### src/rtl/cdf_accumulate.sv
// Reads a packed histogram word by word and streams its saturating running sum (CDF)
// to the store stage, one registered value per cycle.
module cdf_accumulate #(
  parameter int unsigned NUM_BINS      = 256,
  parameter int unsigned BIN_WIDTH     = 16,
  parameter int unsigned BINS_PER_WORD = 8,
  parameter int unsigned SUM_WIDTH     = 20,
  parameter logic [15:0] HIST_BASE     = 16'h0000,
  parameter logic [15:0] CDF_BASE      = 16'h0100
) (
  input  logic                               clock,
  input  logic                               reset,
  input  logic                               Start,
  input  logic [BIN_WIDTH*BINS_PER_WORD-1:0] ReadBus,
  output logic [15:0]                        ReadAddress,
  output logic                               ReadEnable,
  output logic                               StartOut,
  output logic [SUM_WIDTH-1:0]               ResultOut,
  output logic [15:0]                        StoreAddressOut,
  output logic                               Busy,
  output logic                               Done,
  output logic                               Overflow
);

  localparam int unsigned NumWords = NUM_BINS / BINS_PER_WORD;
  localparam int unsigned WordW    = (NumWords > 1) ? $clog2(NumWords) : 1;
  localparam int unsigned BinW     = (BINS_PER_WORD > 1) ? $clog2(BINS_PER_WORD) : 1;

  typedef enum logic [2:0] {StIdle, StRead, StWait, StEmit, StDone} state_e;

  state_e                             state_q, state_d;
  logic [WordW-1:0]                   word_q, word_d;
  logic [BinW-1:0]                    bin_q, bin_d;
  logic [SUM_WIDTH-1:0]               sum_q, sum_d;
  logic [BIN_WIDTH*BINS_PER_WORD-1:0] data_q, data_d;
  logic                               ovf_q, ovf_d;
  logic                               start_q, start_d;
  logic [SUM_WIDTH-1:0]               result_q, result_d;
  logic [15:0]                        addr_q, addr_d;
  logic                               done_q, done_d;

  logic [BIN_WIDTH-1:0] bin_val;
  logic [SUM_WIDTH:0]   sum_ext;

  always_comb begin
    state_d  = state_q;
    word_d   = word_q;
    bin_d    = bin_q;
    sum_d    = sum_q;
    data_d   = data_q;
    ovf_d    = ovf_q;
    start_d  = 1'b0;
    result_d = '0;
    addr_d   = '0;
    done_d   = 1'b0;
    bin_val  = '0;
    sum_ext  = '0;

    case (state_q)
      StIdle: begin
        // A Start landing on the Done pulse is treated as arriving while busy.
        if (Start && !done_q) begin
          sum_d   = '0;
          word_d  = '0;
          bin_d   = '0;
          ovf_d   = 1'b0;
          state_d = StRead;
        end
      end
      StRead: state_d = StWait;
      StWait: begin
        data_d  = ReadBus;
        bin_d   = '0;
        state_d = StEmit;
      end
      StEmit: begin
        bin_val = data_q[BIN_WIDTH*int'(bin_q) +: BIN_WIDTH];
        sum_ext = {1'b0, sum_q} + {{(SUM_WIDTH + 1 - BIN_WIDTH){1'b0}}, bin_val};
        if (sum_ext[SUM_WIDTH]) begin
          sum_d = '1;
          ovf_d = 1'b1;
        end else begin
          sum_d = sum_ext[SUM_WIDTH-1:0];
        end
        start_d  = 1'b1;
        result_d = sum_d;
        addr_d   = CDF_BASE + 16'(word_q) * 16'(BINS_PER_WORD) + 16'(bin_q);
        if (bin_q == BinW'(BINS_PER_WORD - 1)) begin
          if (word_q == WordW'(NumWords - 1)) begin
            state_d = StDone;
          end else begin
            word_d  = word_q + 1'b1;
            state_d = StRead;
          end
        end else begin
          bin_d = bin_q + 1'b1;
        end
      end
      StDone: begin
        done_d  = 1'b1;
        state_d = StIdle;
      end
      default: state_d = StIdle;
    endcase
  end

  always_ff @(posedge clock or posedge reset) begin
    if (reset) begin
      state_q  <= StIdle;
      word_q   <= '0;
      bin_q    <= '0;
      sum_q    <= '0;
      data_q   <= '0;
      ovf_q    <= 1'b0;
      start_q  <= 1'b0;
      result_q <= '0;
      addr_q   <= '0;
      done_q   <= 1'b0;
    end else begin
      state_q  <= state_d;
      word_q   <= word_d;
      bin_q    <= bin_d;
      sum_q    <= sum_d;
      data_q   <= data_d;
      ovf_q    <= ovf_d;
      start_q  <= start_d;
      result_q <= result_d;
      addr_q   <= addr_d;
      done_q   <= done_d;
    end
  end

  assign ReadEnable      = (state_q == StRead);
  assign ReadAddress     = ReadEnable ? HIST_BASE + 16'(word_q) : 16'h0000;
  assign StartOut        = start_q;
  assign ResultOut       = result_q;
  assign StoreAddressOut = addr_q;
  assign Busy            = (state_q != StIdle);
  assign Done            = done_q;
  assign Overflow        = ovf_q;

endmodule

### config.mk
export PLATFORM = sky130hd
export DESIGN_NAME = cdf_accumulate
export DESIGN_NICKNAME = d
export VERILOG_FILES = /design/src/rtl/cdf_accumulate.sv
export SDC_FILE = /design/constraint.sdc
export NUM_CORES = 1
export LEC_CHECK = 0
export CAP_MARGIN = 20
export CORE_AREA = 3 3 159 161
export CTS_CLUSTER_DIAMETER = 80
export DETAILED_ROUTE_END_ITERATION = 10
export DIE_AREA = 0 0 162 164
export PLACE_DENSITY = 0.65
export RECOVER_POWER = 50
export SLEW_MARGIN = 25
export SYNTH_ARGS = -nofsm -noshare
export SYNTH_HDL_FRONTEND = slang
export SYNTH_SLANG_ARGS = --single-unit
### constraint.sdc
create_clock -name clock -period 8.2 [get_ports clock]
set_clock_uncertainty 0.1 [all_clocks]
set_input_delay 1.23 -clock clock [delete_from_list [all_inputs] [get_ports clock]]
set_output_delay 1.23 -clock clock [all_outputs]
set_load 0.05 [all_outputs]
# Word level (Yosys, flattened, before mapping)
# Cells that the tools add are included.
# totals
ff_bits	198
out_inout_bits	57
n_memories	0
latchBits	0
mem_bits_ro	0
input_bits	131
ramBits	0
elab_cells	60
# op_classes
add_sub_neg	5
magnitude_cmp	0
n_mux	22
eq_ne	11
reduce_logical	11
n_div	0
n_shift	1
n_bitwise	0
mul	0
# op_table
operator	n
128-bit by 8-bit variable part select with 16-bit output	1
20-bit two-way mux	3
20-bit case mux with 2 select lines	1
20-bit by 16-bit adder with 21-bit output	1
5-bit two-way mux	4
3-bit two-way mux	5
3-bit case mux with 4 select lines	1
10-bit by 3-bit adder with 11-bit output	1
11-bit two-way mux	1
9-bit by 8-bit adder with 10-bit output, first input constant	1
2-bit != test, second input constant	5
5-bit case mux with 2 select lines	1
3-bit case mux with 3 select lines	1
3-bit by 2-bit == test with 1-bit output, second input constant	2
3-bit == test, second input constant	2
3-bit AND reduction	2
3-bit nonzero test	2
5-bit by 1-bit adder with 5-bit output, second input constant	1
5-bit == test, second input constant	1
1-bit two-way mux	4
2-bit AND reduction	2
4-bit AND reduction	1
3-bit by 1-bit adder with 3-bit output, second input constant	1
3-bit by 1-bit == test with 1-bit output, second input constant	1
5 further kinds	5

# Logic depth before layout (Yosys ltp)
# Gate-level depths: netlist of the first run.
# logic_depth
word_depth	4
ltp_mapped	14
ltp_nobuf	10

# Worst setup path after synthesis of the first run
# Ideal clock, no wire load.
# synth_timing
path_kind	register -> register
start	reg bin_q[0]
end	reg sum_q[12]
stages_incl_launch_ff	15
setup_time_ns	0.131
slack_ns	4.096
n_path_buf	4
arrival_time_ns	3.873
path_cell_list	dfrtp_1 > clkbuf_1 > buf_2 > mux4_2 > mux2_2 > ha_1 > fa_1 > a21o_1 > a221oi_2 > o21ai_2 > a2111o_1 > buf_6 > buf_8 > a31oi_2 > o21ai_1
# synth_between
elab_chain_cells	4
# synth_lines
element	line	source
start, declared	33	logic [BinW-1:0] bin_q, bin_d;
start signal, assigned	122	bin_q <= bin_d;
128-bit by 8-bit variable part select with 16-bit output	77	bin_val = data_q[BIN_WIDTH*int'(bin_q) +: BIN_WIDTH];
20-bit by 16-bit adder with 21-bit output	78	sum_ext = {1'b0, sum_q} + {{(SUM_WIDTH + 1 - BIN_WIDTH){1'b0}}, bin_val};
20-bit two-way mux	79	if (sum_ext[SUM_WIDTH]) begin
20-bit case mux with 2 select lines	59	case (state_q)
end signal, assigned	123	sum_q <= sum_d;
end, declared	34	logic [SUM_WIDTH-1:0] sum_q, sum_d;
# Every way passes these cells.
# A chain may end at the register's enable or synchronous reset.

# Worst setup path in the final report of the first run
# layout_timing
start	reg state_q[1]
end	reg data_q[9]
# layout_between
elab_chain_cells	1
# layout_lines
element	line	source
start, declared	31	state_e state_q, state_d;
start signal, assigned	109	state_q <= StIdle;
start signal, assigned	120	state_q <= state_d;
3-bit by 2-bit == test with 1-bit output	59	
end signal, assigned	124	data_q <= data_d;
end, declared	35	logic [BIN_WIDTH*BINS_PER_WORD-1:0] data_q, data_d;
# Every way passes these cells.

==> run metrics, run 1 <==
GR Overflow Total=0; area of the mapped netlist=slightly above 9000 µm²; initial cell density of the core=between 30% and 40%; final-layout setup total negative slack=0 ns; count of final max-slew check failures=around 230; initial drt markers=between 400 and 500; post-CTS setup buffers=0; Clk Latency, worst-skew pair=between 0.4 and 0.5 ns; Area after DPL=between 10,000 and 15,000 µm²; final worst setup slack=slightly above 3 ns; count of port buffers added during placement=roughly 170; wire length of the first global-routing pass=between 30,000 and 40,000 µm; antenna violations before repair=3; # resized after CTS=0; area growth from synthesis to layout=27.09%; final routed DRC violation total=0; data required time at the worst endpoint=8.42 ns; area of the core=between 20,000 and 25,000 µm²; hold violation total from the final report=0; worst setup path class=reg -> reg; fraction of the yosys area taken by sequential cells=slightly above 50%; Filler Cell Count=2,216; failing checks=max-capacitance violations, max-slew violations; peak fanout along the critical path=between 70 and 80; total I/O pin count=188; critical path endpoint category=register; worst rel slew slack=-229.9%; setup violation total in the final timing report=0; number of unique standard cell types used by synthesis=62; post-layout utilization of the core=between 40% and 50%; Syn. warnings=0; RSZ-0062 raised after global routing=false; number of flip-flops and latches in the synthesized netlist=190; maximum buffer depth of the clock tree=2; total die area=26,570 µm²; post-CTS clock slew at the launch and capture registers of the worst setup and hold paths=roughly 0.07 ns; final weighted congestion of routability-driven global placement=around 0.87; proportion of register bits with asynchronous set or reset after synthesis=100.0%; Inserted Clock Buffers=17; width of the chip=roughly 160 µm; total inserted antenna cells=0; number of buffers inserted for hold repair after clock tree synthesis=0; dpl ws=~3.6 ns; layout cell share with drive strength beyond 1=a little over a quarter; via count of the first global-routing pass=~6,400; FF-to-FF path depth=4; via count normalized by instance count=between 5 and 6; H-Tree Depth=4; Hold/Removal Path Class=reg -> reg; gate count of the mapped netlist=709; vias after detailed routing=6,196; DRT antenna net count=0; leading register cell type out of synthesis=dfrtp_1; max_cap viols=3; post-DR wirelength/cell=between 15 and 20 µm; period utilisation layout=between 60% and 70%; measured slew at the worst slew-check pin=between 4 and 5 ns; Final nets=approximately 1,000; Highest Clock Rate=193.9 MHz; pin count of the biggest net entering global routing=around 110; root cell of the clock tree=clkbuf_16; crit path launch type=register; run status=finished, violations left; Crit path arrival time=between 5 and 6 ns; vertical die dimension=between 150 and 200 µm; number of flops mapped to enable cells by yosys=0; HPWL Detailed=16,160 µm; average cell area after synthesis=around 13 µm²; num rows=57; clock net sink count=190; total iterations of the first detailed-routing run=5; Worst Hold Path Cells=1; All-Layer GR Usage=between 15 and 20%; final instance area=roughly 12,000 µm²; min cycle time layout=5.157 ns; total detailed-routing wirelength=about 22,000 µm; CTS tree=done
## cells by family after synthesis
logic type      after synthesis  synth area share [%]
flops                       190                 51.32
mux                         179                 25.63
fa+ha+maj                    21                 2.917
other cells                   1               0.04048
buf+inv                      69                 3.795
simple gates                129                 7.131
compound gates              110                 8.212
xor+xnor                     10                0.9454
## Yosys cell counts (all sizes together) (11+ instances only)
cell type	n	area share, %
ha	20	2.7
dfrtp	190	51
mux4	32	7.8
buf	27	2.1
a21o	11	0.89
mux2	146	18
clkbuf	36	1.5
a21oi	25	1.4
nor2	31	1.3
a31oi	17	1.5
nand2	33	1.3
and2	18	1.2
o21ai	23	1.3
## worst paths after layout
| kind | start | endpoint | slack, ns |
|---|---|---|---|
| min in group asynchronous | reset | data_q[125] | 2.66 |
| hold reg to reg | data_q[28] | data_q[28] | 0.40 |
| max in group asynchronous | reset | data_q[49] | 3.16 |
| setup / recovery | state_q[1] | data_q[9] | 3.04 |
| hold / removal | data_q[28] | data_q[28] | 0.40 |
| setup reg to reg | state_q[1] | data_q[9] | 3.04 |
## cell usage in the layout (no fill, tap or decap), types with 4 or more instances in the layout
master and count:
nand4_1 4, nor2b_1 4, and2_1 13, conb_1 18
dfrtp_1 189, o211ai_1 5, nand2_1 33, o21ai_1 5
and2_0 5, a21o_1 11, a21oi_1 24, o21ai_0 17
nor3_1 7, mux2_2 146, and3_1 5, nand3_1 7
ha_1 20, mux4_2 32, a211oi_1 4, inv_1 5
nor2_1 31, clkdlybuf4s50_1 166, a31oi_1 12, xor2_1 5
buf_4 4, xnor2_1 5, a31oi_2 5, inv_6 5
a22o_1 4, clkbuf_16 17
## critical path, cell delays in order, from the launching register on
cell	delay, ns
dfrtp_1	0.55
nor3b_1	0.22
clkbuf_1	2.74
buf_4	0.93
mux2_2	0.42
## sequential cells by signal, summed over array words and instances (netlist names)
| name | count |
|---|---|
| data_q | 128 |
| StoreAddressOut | 9 |
| bin_q | 3 |
| Overflow | 1 |
| word_q | 5 |
| Done | 1 |
| sum_q | 20 |
| ResultOut | 20 |
| state_q | 3 |
## layout make-up
cell class	instances	area (µm²)	share of cell area, %
Timing Repair Buffer	175	1737	14.75
Clock inverter	14	191.4	1.626
Sequential cell	190	4756	40.39
Multi-Input combinational cell	467	4222	35.86
Clock buffer	18	439.2	3.730
Inverter	6	23.77	0.2019
Tap cell	324	405.4	3.443
## per-layer routing
| metal | wire [µm] | vias up | GRT usage (%) |
|---|---|---|---|
| li1 | - | 2887 | - |
| met1 | 9853 | 3117 | 23.93 |
| met2 | 10890 | 166 | 28.64 |
| met3 | 1296 | 20 | 4.540 |
| met4 | 179 | 6 | 3.606 |
| met5 | 38 | - | 0 |
## stage by stage
stage | hold slack [ns] | std cells
5_1_grt | 0.4220 | 1194
6_report | 0.4039 | 1194
3_3_place_gp | 0.3814 | 1162
3_5_place_dp | 0.3911 | 1162
4_1_cts | 0.4077 | 1194
2_1_floorplan | 0.3563 | 726
Power of run 1 is left out: the tool's default activity adds up to more than one toggle a clock period on the data nets, which glitch-free logic cannot reach.
==> inputs of run 2 (changes only) <==
--- a/config.mk
+++ b/config.mk
@@ -10,7 +10,7 @@
 export CTS_CLUSTER_DIAMETER = 80
 export DETAILED_ROUTE_END_ITERATION = 10
 export DIE_AREA = 0 0 162 164
-export PLACE_DENSITY = 0.65
+export PLACE_DENSITY = 0.68
 export RECOVER_POWER = 50
 export SLEW_MARGIN = 25
 export SYNTH_ARGS = -nofsm -noshare
==> constraint.sdc (replaced) <==
create_clock -name clock -period 4.7 [get_ports clock]
set_clock_uncertainty 0.1 [all_clocks]
set_input_delay 0.705 -clock clock [delete_from_list [all_inputs] [get_ports clock]]
set_output_delay 0.705 -clock clock [all_outputs]
set_load 0.05 [all_outputs]
==> run metrics, run 2 (synthesized netlist as in run 1, its figures left out) <==
CTS tree=done; r2r startpoint=bin_q[0]; post-layout utilization of the core=49.10% (+0.25 points); total detailed-routing wirelength=22,900 µm (+2.9%); count of final max-slew check failures=268 (+19%); number of buffers inserted for hold repair after clock tree synthesis=0 (unchanged); layout cell share with drive strength beyond 1=26.98% (+0.55 points); DRT antenna net count=0 (unchanged); critical path endpoint category=register; Crit path arrival time=4.29 ns (-1.08 ns); maximum buffer depth of the clock tree=2 (unchanged); number of buffers and inverters on the critical path=3 (+1); hold violation total from the final report=0 (unchanged); post-CTS setup buffers=0 (unchanged); total iterations of the first detailed-routing run=4 (-1); vias after detailed routing=6,207 (+0.18%); area of the core=24,110 µm² (unchanged); # resized after CTS=0 (unchanged); Largest stage delay, worst path=0.54 ns (-2.20 ns); min cycle time layout=4.091 ns (-1.066 ns); total I/O pin count=188 (unchanged); Inserted Clock Buffers=17 (unchanged); H-Tree Depth=4 (unchanged); Filler Cell Count=2,180 (-1.6%); Worst Min Path Start=Overflow; Reg area=4757 µm² (about the same); total area of multi-input combinational cells=4222 µm² (unchanged); root cell of the clock tree=clkbuf_16; final-layout setup total negative slack=0 ns (unchanged); most used cell, CP=buf_4; via count of the first global-routing pass=6,353 (-0.19%); total inserted antenna cells=0 (unchanged); via count normalized by instance count=5.147 (-0.82%); max_cap viols=4 (+1); most common cell after layout, fill and taps aside=dfrtp_1; flip-flop count of the largest register after layout=128 (unchanged); slowest stage cell, crit path=a2111o_1; worst rel slew slack=-115.3% (+110 points); post-CTS clock slew at the launch and capture registers of the worst setup and hold paths=0.07 ns (about the same); initial cell density of the core=38.43% (unchanged); post-DR wirelength/cell=18.99 µm (+1.8%); dpl ws=0.6097 ns (-2.944 ns); Highest Clock Rate=244.4 MHz (+26%); ordered cell list for the critical path=buf_4, buf_4, mux4_2, mux2_2, ha_1, and3_1, a221oi_2, o21ai_2, a2111o_1, buf_4, a32oi_1, o21ai_0; setup violation total in the final timing report=0 (unchanged); num rows=57 (unchanged); width of the chip=162 µm (unchanged); worst setup path startpoint=bin_q[0]; All-Layer GR Usage=17.62% (+0.061 points); run status=finished, violations left; wire length of the first global-routing pass=36,050 µm (-0.31%); crit path launch type=register; final routed DRC violation total=0 (unchanged); worst setup path class=reg -> reg; Final nets=1,021 (+1.2%); pin count of the biggest net entering global routing=129 (+13%); area growth from synthesis to layout=27.76%; HPWL Detailed=17,080 µm (+5.7%); antenna violations before repair=4 (+1); vertical die dimension=164 µm (unchanged); highest-count cells in the layout ignoring fill and taps=188 x dfrtp_1, 168 x clkdlybuf4s50_1, 146 x mux2_2, 33 x nand2_1, 32 x mux4_2; tightest hold margin=0.3828 ns (-0.02111 ns); CP top delay family=compound AO/OA/AOI/OAI gates; measured slew at the worst slew-check pin=3.230 ns (-1.692 ns); data required time at the worst endpoint=4.90 ns (-3.52 ns); GR Overflow Total=0 (unchanged); Clk Latency, worst-skew pair=0.44 ns (about the same); period utilisation layout=87.05% (+24 points); Largest Register=data_q; initial drt markers=411 (-4.6%); RSZ-0062 raised after global routing=false; count of port buffers added during placement=169 (unchanged); final weighted congestion of routability-driven global placement=0.8636 (-0.72%); final worst setup slack=0.6088 ns (-2.434 ns); failing checks=max-capacitance violations, max-slew violations; Hold/Removal Path Class=reg -> reg; total die area=26,570 µm² (unchanged); peak fanout along the critical path=10 (-86%); clock net sink count=190 (unchanged)
==> run 2: cell count changes in the layout (fill, tap and decap cells not counted), sizes merged, moves of 2 or more <==
cell / delta
buf: +6
clkbuf: +6
clkdlybuf4s50: +2
clkinv: +5
clkinvlp: -2
dlygate4sd3: -2
inv: -3
==> run 2: final timing paths <==
| path | endpoint | slack (ns) | depth (start not counted) |
|---|---|---|---|
| max | sum_q[7] | 0.61 | 12 |
| min | Overflow | 0.38 | 2 |
| max reg2reg | sum_q[7] | 0.61 | 12 |
| min reg2reg | Overflow | 0.38 | 2 |
| max in group asynchronous | sum_q[2] | 0.86 | 3 |
| min in group asynchronous | data_q[106] | 0.65 | 2 |
==> run 2: per-layer routing <==
metal	share of wire, %	GRT usage, %	vias to the layer above
li1	-	-	2883
met2	47	27.99	184
met5	0.24	0	-
met3	6.8	5.498	42
met4	2.2	5.700	8
met1	44	23.18	3090
==> run 2: worst register-to-register path, cell delays in order, from the launching register on <==
cell and delay, ns:
dfrtp_2 0.36, buf_4 0.20, buf_4 0.26, mux4_2 0.52, mux2_2 0.29, ha_1 0.38, and3_1 0.22, a221oi_2 0.36
o21ai_2 0.15, a2111o_1 0.54, buf_4 0.24, a32oi_1 0.24, o21ai_0 0.10
==> run 2: layout make-up <==
| class | instances | area share (%) |
|---|---|---|
| tap | 324 | 3.425 |
| timing repair buffer | 187 | 15.31 |
| clock inverter | 13 | 1.459 |
| sequential | 190 | 40.19 |
| multi-input combinational | 467 | 35.67 |
| clock buffer | 19 | 3.742 |
| inverter | 6 | 0.2009 |
==> run 2: metrics by stage <==
stage	cell area, µm²	cells
after floorplan	9331	726
after global placement	11270	1173
after detailed placement	11270	1173
after CTS	11890	1205
after global routing	11840	1206
final	11840	1206
Power of run 2 is left out for the same reason.
==> inputs of run 3 (changes only) <==
==> constraint.sdc (replaced) <==
create_clock -name clock -period 3.65 [get_ports clock]
set_clock_uncertainty 0.1 [all_clocks]
set_input_delay 0.5475 -clock clock [delete_from_list [all_inputs] [get_ports clock]]
set_output_delay 0.5475 -clock clock [all_outputs]
set_load 0.05 [all_outputs]
==> run metrics, run 3 (synthesized netlist as in run 1, its figures left out) <==
run status=finished, violations left; failing checks=max-capacitance violations, max-slew violations; Register-to-Register Setup Slack=0.04 ns (-0.57 ns); Crit path arrival time=3.81 ns (-0.48 ns); width of the chip=162 µm (unchanged); CTS tree=done; DRT antenna net count=0 (unchanged); hold endpoint=Overflow; data required time at the worst endpoint=3.85 ns (-1.05 ns); worst setup path class=reg -> reg; DP Cell Count=1,214 (+3.5%); count of port buffers added during placement=169 (unchanged); post-CTS clock slew at the launch and capture registers of the worst setup and hold paths=0.07 ns (about the same); Inserted Clock Buffers=17 (unchanged); ordered cell list for the critical path=buf_12, mux4_2, mux2_4, fa_2, a21o_1, a221oi_4, o21ai_2, a2111o_1, buf_12, a31oi_2, o21ai_0; pin count of the biggest net entering global routing=129 (unchanged); clock net sink count=190 (unchanged); max_cap viols=2 (-2); final instance area=12,360 µm² (+4.4%); hold violation total from the final report=0 (unchanged); initial drt markers=340 (-17%); vertical die dimension=164 µm (unchanged); maximum buffer depth of the clock tree=2 (unchanged); total detailed-routing wirelength=23,350 µm (+2.0%); GR Overflow Total=0 (unchanged); wire length of the first global-routing pass=36,740 µm (+1.9%); num rows=57 (unchanged); final routed DRC violation total=0 (unchanged); Worst Hold Path Cells=2 (unchanged); area of the core=24,110 µm² (unchanged); Highest Clock Rate=276.6 MHz (+13%); root cell of the clock tree=clkbuf_16; RSZ-0062 raised after global routing=true; Clk Latency, worst-skew pair=0.44 ns (about the same); total iterations of the first detailed-routing run=5 (+1); Largest stage delay, worst path=0.50 ns (-0.04 ns); r2r startpoint=bin_q[0]; Area after DPL=11,650 µm² (+3.3%); worst reg2reg endpoint=sum_q[1]; flip-flop count of the largest register after layout=128 (unchanged); period utilisation layout=99.04% (+12 points); slowest stage cell, crit path=mux4_2; via count normalized by instance count=5.054 (-1.8%); Hold/Removal Path Class=reg -> reg; measured slew at the worst slew-check pin=1.503 ns (-1.727 ns); final non-filler cell total=1,251 (+3.7%); number of buffers inserted for hold repair after clock tree synthesis=0 (unchanged); peak fanout along the critical path=18 (+8); total I/O pin count=188 (unchanged); HPWL Detailed=17,500 µm (+2.5%); initial cell density of the core=38.43% (unchanged); Final nets=1,065 (+4.3%); final weighted congestion of routability-driven global placement=0.9023 (+4.5%); most common cell after layout, fill and taps aside=dfrtp_1; area growth from synthesis to layout=33.40%; H-Tree Depth=4 (unchanged); Worst Min Path Start=Overflow; worst rel slew slack=-0.2050% (+120 points); setup violation total in the final timing report=0 (unchanged); post-DR wirelength/cell=18.67 µm (-1.7%); All-Layer GR Usage=18.04% (+0.42 points); crit path launch type=register; vias after detailed routing=6,322 (+1.9%); total die area=26,570 µm² (unchanged); min cycle time layout=3.615 ns (-0.4763 ns); via count of the first global-routing pass=6,481 (+2.0%); layout cell share with drive strength beyond 1=32.83% (+5.8 points); highest-count cells in the layout ignoring fill and taps=188 x dfrtp_1, 168 x clkdlybuf4s50_1, 143 x mux2_2, 52 x buf_4; most used cell, CP=buf_12; count of final max-slew check failures=60 (-78%); FF-to-FF path depth=11 (-1); antenna violations before repair=3 (-1); critical path endpoint category=register; Largest Register=data_q
## run 3: changes by cell type in the layout (fill, tap and decap cells not counted), sizes merged
cell          before  now
bufinv             2    1
dlymetal6s2s       1    0
clkinvlp           1    3
clkinv             6    4
clkbuf            25   23
diode              0    1
buf               11   58
inv               10   11
## run 3: final cells by class
type / count / area (µm²)
fill: 2159 / 11750
sequential: 190 / 4757
multi-input combinational: 467 / 4365
timing repair buffer: 231 / 2212
clock buffer: 19 / 442.9
tap: 324 / 405.4
clock inverter: 13 / 148.9
inverter: 6 / 23.77
antenna: 1 / 2.502
## run 3: per-stage QoR
stage	setup slack [ns]	utilization, %	hold slack [ns]	TNS (ns)
after CTS	0.008483	50.95	0.3893	0
after global placement	-0.01494	48.32	0.3686	-0.01494
after floorplan	0.02408	-	0.3563	0
after detailed placement	-0.1002	48.32	0.3739	-0.6717
after global routing	-0.1131	51.26	0.4166	-2.327
final	0.03505	51.27	0.3795	0
## run 3: how the worst max path moves through the flow
stage	start	to	cells after the start
floorplan	bin_q[0]	sum_q[12]	14
global placement	bin_q[0]	sum_q[19]	11
detailed placement	bin_q[0]	sum_q[19]	11
CTS	bin_q[0]	sum_q[1]	11
global route	bin_q[0]	sum_q[2]	11
finish	bin_q[0]	sum_q[1]	11
## run 3: critical path, delay by kind of cell, from the launching register on
kind                       cells  cell delay (ns)
muxes                          2             0.81
adders and majority gates      1             0.36
AOI/OAI and AO/OA              6             1.37
DFF                            1             0.47
buffers and inverters          2             0.36
## run 3: metal layers
metal	vias up	routed length (µm)	global-route usage, %
met3	22	1557	5.776
met2	159	11560	29.90
met4	6	312	4.498
li1	2989	-	-
met5	-	30	0
met1	3146	9900	23.14
## run 3: timing repair
action                     4_1_cts  5_1_grt
setup endpoints to repair       19       41
resized for setup                5       20
setup buffers                    1        3
pin swaps                        0        3
cloned                           0        0
Power of run 3 is left out for the same reason.
